### config.mk
export PLATFORM = sky130hd
export DESIGN_NAME = imem_fetch_port
export DESIGN_NICKNAME = d
export VERILOG_FILES = /design/src/rtl/imem_fetch_port.sv
export SDC_FILE = /design/constraint.sdc
export NUM_CORES = 2
export LEC_CHECK = 0
export ABC_CLOCK_PERIOD_IN_PS = 7700
export BUFFER_PORTS_ARGS = -buffer_cell sky130_fd_sc_hd__buf_2
export CORE_MARGIN = 2
export CORE_UTILIZATION = 55
export DETAILED_ROUTE_END_ITERATION = 16
export PLACE_DENSITY = 0.75
export SLEW_MARGIN = 20
export SYNTH_ARGS = -nofsm -noshare
export SYNTH_HDL_FRONTEND = slang
export SYNTH_SLANG_ARGS = --single-unit
### constraint.sdc
create_clock -name clk -period 7.7 [get_ports clk]
set_input_delay 2.31 -clock clk [delete_from_list [all_inputs] [get_ports clk]]
set_output_delay 2.31 -clock clk [all_outputs]
set_load 0.01 [all_outputs]
### src/rtl/imem_fetch_port.sv
// imem_fetch_port
//   Instruction memory with a registered fetch port, a run-time load port and
//   fault reporting. Sits between the PC/fetch stage and decode.
//
//   Ports
//     clk, rst            clock; synchronous active-high reset (fetch control only)
//     fetch_req/addr      fetch request and address (byte or word address)
//     stall               hold every fetch pipeline register
//     flush               kill all in-flight fetches (wins over stall)
//     instr/instr_valid   fetched word and its valid flag (NOP when not valid)
//     fault               fetch was misaligned or out of range (instr = NOP)
//     load_en/idx/data    word write into the array, independent of stall/flush/rst
//
//   Latency is one edge with OUT_REG=0, two edges with OUT_REG=1.
module imem_fetch_port #(
  parameter int                 DATA_W    = 32,
  parameter int                 DEPTH     = 128,
  parameter int                 ADDR_W    = 32,
  parameter bit                 BYTE_ADDR = 1'b1,
  parameter bit                 OUT_REG   = 1'b0,
  parameter logic [DATA_W-1:0]  NOP       = {DATA_W{1'b0}},
  localparam int                IDX_W     = (DEPTH > 1) ? $clog2(DEPTH) : 1
) (
  input  logic              clk,
  input  logic              rst,
  input  logic              fetch_req,
  input  logic [ADDR_W-1:0] fetch_addr,
  input  logic              stall,
  input  logic              flush,
  output logic [DATA_W-1:0] instr,
  output logic              instr_valid,
  output logic              fault,
  input  logic              load_en,
  input  logic [IDX_W-1:0]  load_idx,
  input  logic [DATA_W-1:0] load_data
);

  function automatic logic [ADDR_W-1:0] word_idx(input logic [ADDR_W-1:0] a);
    return BYTE_ADDR ? (a >> 2) : a;
  endfunction

  // Full-width compare: large addresses must fault rather than wrap into the array.
  function automatic logic idx_fault(input logic [ADDR_W-1:0] a,
                                     input logic [ADDR_W-1:0] w);
    logic misaligned;
    logic out_of_range;
    misaligned   = BYTE_ADDR && (a[1:0] != 2'b00);
    out_of_range = ({1'b0, w} >= (ADDR_W+1)'(DEPTH));
    return misaligned || out_of_range;
  endfunction

  logic [DATA_W-1:0] mem [DEPTH];

  logic [ADDR_W-1:0] fidx;
  logic [IDX_W-1:0]  rd_idx;
  logic              fetch_flt;
  logic              accept;
  logic              load_ok;
  logic              fwd;

  assign fidx      = word_idx(fetch_addr);
  assign rd_idx    = fidx[IDX_W-1:0];
  assign fetch_flt = idx_fault(fetch_addr, fidx);
  assign accept    = fetch_req && !stall && !flush && !rst;
  assign load_ok   = ({1'b0, load_idx} < (IDX_W+1)'(DEPTH));
  // Same-edge load to the fetched word returns the new data (write-first).
  assign fwd       = load_en && load_ok && (load_idx == rd_idx);

  always_ff @(posedge clk) begin
    if (load_en && load_ok) begin
      mem[load_idx] <= load_data;
    end
  end

  // ---- stage 1: array read ----
  logic              vld_p1;
  logic              flt_p1;
  logic [DATA_W-1:0] data_p1;

  always_ff @(posedge clk) begin
    if (rst || flush) begin
      vld_p1 <= 1'b0;
      flt_p1 <= 1'b0;
    end else if (!stall) begin
      vld_p1 <= fetch_req;
      flt_p1 <= fetch_req && fetch_flt;
    end
  end

  always_ff @(posedge clk) begin
    if (accept && !fetch_flt) begin
      data_p1 <= fwd ? load_data : mem[rd_idx];
    end
  end

  logic              vld_o;
  logic              flt_o;
  logic [DATA_W-1:0] data_o;

  generate
    if (OUT_REG) begin : g_out_reg
      // ---- stage 2: output register ----
      logic              vld_p2;
      logic              flt_p2;
      logic [DATA_W-1:0] data_p2;

      always_ff @(posedge clk) begin
        if (rst || flush) begin
          vld_p2 <= 1'b0;
          flt_p2 <= 1'b0;
        end else if (!stall) begin
          vld_p2 <= vld_p1;
          flt_p2 <= flt_p1;
        end
      end

      always_ff @(posedge clk) begin
        if (!stall && vld_p1 && !flt_p1) begin
          data_p2 <= data_p1;
        end
      end

      assign vld_o  = vld_p2;
      assign flt_o  = flt_p2;
      assign data_o = data_p2;
    end else begin : g_no_out_reg
      assign vld_o  = vld_p1;
      assign flt_o  = flt_p1;
      assign data_o = data_p1;
    end
  endgenerate

  // Data registers carry no reset; NOP is substituted whenever the slot is
  // empty or faulted, which also gives the reset value of instr.
  assign instr_valid = vld_o;
  assign fault       = flt_o;
  assign instr       = (vld_o && !flt_o) ? data_o : NOP;

endmodule
-- Yosys cells after proc, flatten, opt, wreduce, memory -nomap -nowiden
Memory sizes are Yosys's and may differ from the RTL's. A register that Yosys moved wholly into a read port is not among the register bits.
Cells that the tools add are included.
- register bits after elaboration: 2
- memory bits (writable): 4096
- memories kept: 1
- logic and storage cells: 21
- memories (memory ; words ; width ; read ports ; clocked after memory_dff ; wr ports ; RTL line ; source):
    mem ; 128 ; 32 ; 1 ; 1 ; 1 ; 52 ; logic [DATA_W-1:0] mem [DEPTH];
- reduce and logical (&&, ||, !) cells: 14
- mux-type cells: 3
- $lt $le $gt $ge: 1
- operators with widths (kind ; count):
    32-bit 2-to-1 mux ; 1
    30-bit by 8-bit greater-or-equal comparator with 1-bit output (second input constant) ; 1
    1-bit logical AND ; 6
    1-bit logical NOT ; 5
    1-bit logical OR ; 2
    1-bit 2-to-1 mux ; 2
    2-bit nonzero test ; 1

-- Longest topological paths before layout
- depth after elaboration: 5
- depth in mapped cells: 11
- mapped depth without buffers: 6

-- Worst setup path after synthesis
OpenSTA, ideal clock, no wires.
- kind: input-to-reg
- start point: input port fetch_addr[1]
- end point: register data_p1[0] (netlist: data_o[0]) (read register of mem), enable pin
- buffers on the path: 0
- setup time: 0.502 ns
- slack: 1.336 ns
- stages on the path: 3
- data required time: 7.198 ns
- arrival: 5.862 ns
- cell sequence: nor4_1 -> nand4_1 -> nor4bb_1
- word-level cells in the longest chain between the ends: 4
- ends and longest elaborated chain (what ; RTL line ; source):
    start, declared ; 27 ; input logic [ADDR_W-1:0] fetch_addr,
    2-bit nonzero test ; 47 ; misaligned = BYTE_ADDR && (a[1:0] != 2'b00);
    1-bit logical OR ; 49 ; return misaligned || out_of_range;
    1-bit logical NOT ; 91 ; if (accept && !fetch_flt) begin
    1-bit logical AND ; 91 ;
    end, declared ; 78 ; logic [DATA_W-1:0] data_p1;
No other way between the ends.
A chain may end at the register's enable or synchronous reset.

-- Final worst setup path
- start point: input port fetch_addr[2]
- end point: register data_p1[10] (netlist: data_o[10]) (read register of mem), data pin
- word-level cells in the longest chain between the ends: 4
- ends and longest elaborated chain (what ; RTL line ; source):
    30-bit by 8-bit greater-or-equal comparator with 1-bit output ; 48 ; out_of_range = ({1'b0, w} >= (ADDR_W+1)'(DEPTH));
    1-bit logical OR ; 49 ;
    1-bit logical NOT ; 91 ;
    1-bit logical AND ; 91 ;
Parallel ways exist; a longest one is shown, timed or not.

==> impl_results.md <==
- Inserted Clock Buffers: 395
- Total track usage: 29.56%
- Layout Utilization: 62.25%
- Die area: 292500 um2
- Synth-to-Final Area Change: 12.86%
- Syn Inst Count: 7390
- Inst Count DP: 11190
- FF-to-FF Start: mem[59][31]
- Worst Path Required: 8340 ps
- CTS Buffer Depth: 4
- Latest clock arrival within the worst-skew pair: 1010 ps
- Max-slew headroom: 16.99%
- Post-synthesis xor/xnor area fraction: 0.03867%
- Vias per cell: 6.831
- Pwr dens: 259.2 nW/um2
- Core area: 287400 um2
- H-tree levels: 5
- Multi-input gate area: 33480 um2
- RR Endpoint: data_o[31]
- WL final: 434100 um
- Share of cells above drive strength 1: 24.78%
- Final Instance Area: 178900 um2
- Hold buffer count at cts: 0
- Flop pwr share: 53.6%
- Post-CTS Setup Inserts: 0
- Clock share of power: 41.2%
- Sw frac: 21.76%
- Die H: 540.9 um
- Largest net degree at the start of global routing: 98
- Max-cap violations: 0
- Adder-cell share of the synthesized area: 0%
- Synth top cells by count: edfxtp_1, mux4_2, mux2i_1
- Setup TNS: 0 ps
- CTS root buffer: clkbuf_16
- Worst r2r path cells: 7
- Global-route wire length before repair: 611300 um
- Worst R2R Setup Slack: 4480 ps
- RePlAce Congestion: 0.9208
- Vias in the first global route: 80380
- Setup CP Type: in2reg
- Post-DRT Antenna Nets: 0
- Sequential cell area: 124000 um2
- TritonRoute pass-1 iters: 9
- Final setup fails: 0
- Fin crit share: 76.28%
- Final HPWL from detailed placement: 244500 um
- Comb power frac: 5.3%
- IO buf count: 110
- Commonest register cell after synthesis: edfxtp_1
- Compound-Gate Fraction of Synth Area: 3.149%
- Worst Skew: 91.07 ps
- Crit. End Element: register
- Max-slew violation count: 0
- DRC errors left: 0
- Achievable Freq: 0.1702 GHz
- Status: finished clean
- Fin nets: 7889
- Vias post-DR: 81530
- Placement Rows: 197
- Mux cell area share after synthesis: 14.87%
- Initial antenna violation count: 37
- Wirelength per Cell: 36.37 um
- Yosys top cell area share: 78.19%
- Area contributors post-synth: edfxtp_1, mux4_2, mux2i_1
- Hold path endpoint: fault
- Netlist cell types: 40
- Slew @ Worst Pin: 1236 ps
- Worst Path Max Fanout: 66
- Synthesized Nets: 7467
- Critical Path Start Type: input pin
- Synth Area in Simple Gates: 2.334%
- Tmin final: 5874 ps
- Tot Pwr: 46.38 mW
- CTS resizes: 0
- Count leader, synth: edfxtp_1
- Worst IR drop on VDD: 0.0002249 V
- Synth Cell Area: 158500 um2
- DR iter-0 viols: 13330
- NetSw: 10.09 mW
- EDFF count, synth: 4128
- Origin of the worst setup path: fetch_addr[2]
- Synth async-reset ratio: 0%
- Sequential area share after synthesis: 78.22%
- CP arrival: 6510 ps
- Worst Hold Class: reg2reg
- Pleak: 56.77 nW
- Die Wd: 540.9 um
- GRT overflow: 0
- Clock sink count: 4130
- Fill count: 18550
- Synth warn: 0
- Mapped Avg Cell Area: 21.45 um2
- Hold Path Stages: 2
- I/O Pins: 111
- Worst min-delay path startpoint: fault
- Register bit total from synthesis: 4130
- Initial Util: 55.16%
- Int Pwr: 36.28 mW
- Placed cell areas: 166100 um2
- Final hold vios: 0
- Main combinational cell family by area after synthesis: multiplexers
- Unrepaired setup endpoints after global routing: false
- Finished Layout Cells: 11940
- Worst-path clk slew: 60 ps
- CTS tree: done
- Synth area leader: edfxtp_1
-- logic make-up (layout without fill, tap and decap cells) --
group,after synthesis,after routing
buffers and inverters,448,1191
multiplexers,1396,1396
XOR/XNOR,7,7
AND/OR/NAND/NOR,720,720
flip-flops,4130,4130
AO/OA/AOI/OAI,689,689
other,0,21
-- worst max-delay path: stages --
cell and delay [ps]:
buf_12 470, buf_4 550, buf_4 620, mux2i_1 270, a22oi_1 140, nand3_1 300, nand3_1 480, nor4_2 1060
a211oi_1 200
-- registers in the layout, summed over array words and instances, names as in the netlist --
name / count
data_o: 32
fault: 1
instr_valid: 1
mem: 4096
-- power by group through the flow --
stage | logic [mW] | clock network [mW] | registers [mW]
2_1_floorplan | 1.20 | 0 | 25.3
3_3_place_gp | 2.31 | 0 | 25.3
3_5_place_dp | 2.37 | 0 | 25.3
4_1_cts | 2.39 | 19.2 | 24.9
5_1_grt | 2.51 | 20.0 | 24.8
6_report | 2.44 | 19.1 | 24.8
-- worst max path at each step --
stage / cells after the start / to / slack, ps
floorplan: 3 / data_o[0] / 1340
finish: 9 / data_o[10] / 1830
detailed placement: 10 / data_o[10] / 960
global route: 9 / data_o[10] / 1910
CTS: 10 / data_o[10] / 1950
global placement: 10 / data_o[28] / 970
-- stage by stage --
step	setup slack, ps	hold WS (ps)
finish	1826	515.3
global route	1912	546.2
CTS	1946	510.5
detailed placement	962.3	502.0
global placement	975.0	487.7
floorplan	1336	497.1
-- layout by cell type (no fill, tap or decap), types with 12 or more instances in the layout --
master | netlist | layout
nor3b_1 | 25 | 23
nand2_1 | 83 | 80
buf_4 | 36 | 345
o22ai_1 | 57 | 57
a22oi_1 | 448 | 448
clkbuf_16 | 0 | 398
nor2_4 | 0 | 121
nor4_2 | 20 | 23
bufinv_16 | 0 | 34
diode_2 | 0 | 21
nor2_1 | 195 | 73
nor4_1 | 55 | 51
nand3_1 | 142 | 138
mux2i_1 | 576 | 576
a21oi_1 | 66 | 66
a221oi_1 | 31 | 31
mux4_2 | 762 | 762
buf_2 | 199 | 75
nor3_1 | 75 | 60
nor2b_1 | 67 | 57
nor3_2 | 0 | 15
a211oi_1 | 76 | 76
edfxtp_1 | 4128 | 4128
clkinv_2 | 0 | 71
and2_1 | 43 | 40
mux2_2 | 58 | 58
buf_12 | 0 | 39
clkinv_16 | 0 | 12
clkinv_1 | 0 | 98
clkbuf_1 | 181 | 85
-- routing by layer --
metal,up-vias,wire (um),share of wire (%),global-route usage (%)
met2,6059,205000,47,46.01
met5,-,109,0.025,0
met1,42460,149700,34,39.45
met3,1023,53050,12,6.637
met4,14,26260,6.0,15.45
li1,31980,-,-,-
-- layout make-up --
| class | instances | area share [%] |
|---|---|---|
| flip-flops and latches | 4130 | 69.30 |
| well taps | 3781 | 2.644 |
| multi-input cells | 2812 | 18.71 |
| clock inverters | 235 | 1.322 |
| clock buffers | 483 | 5.745 |
| diodes | 21 | 0.02937 |
| repair buffers | 471 | 2.238 |
| inverters | 2 | 0.004196 |
(Power assumes the default switching activity.)
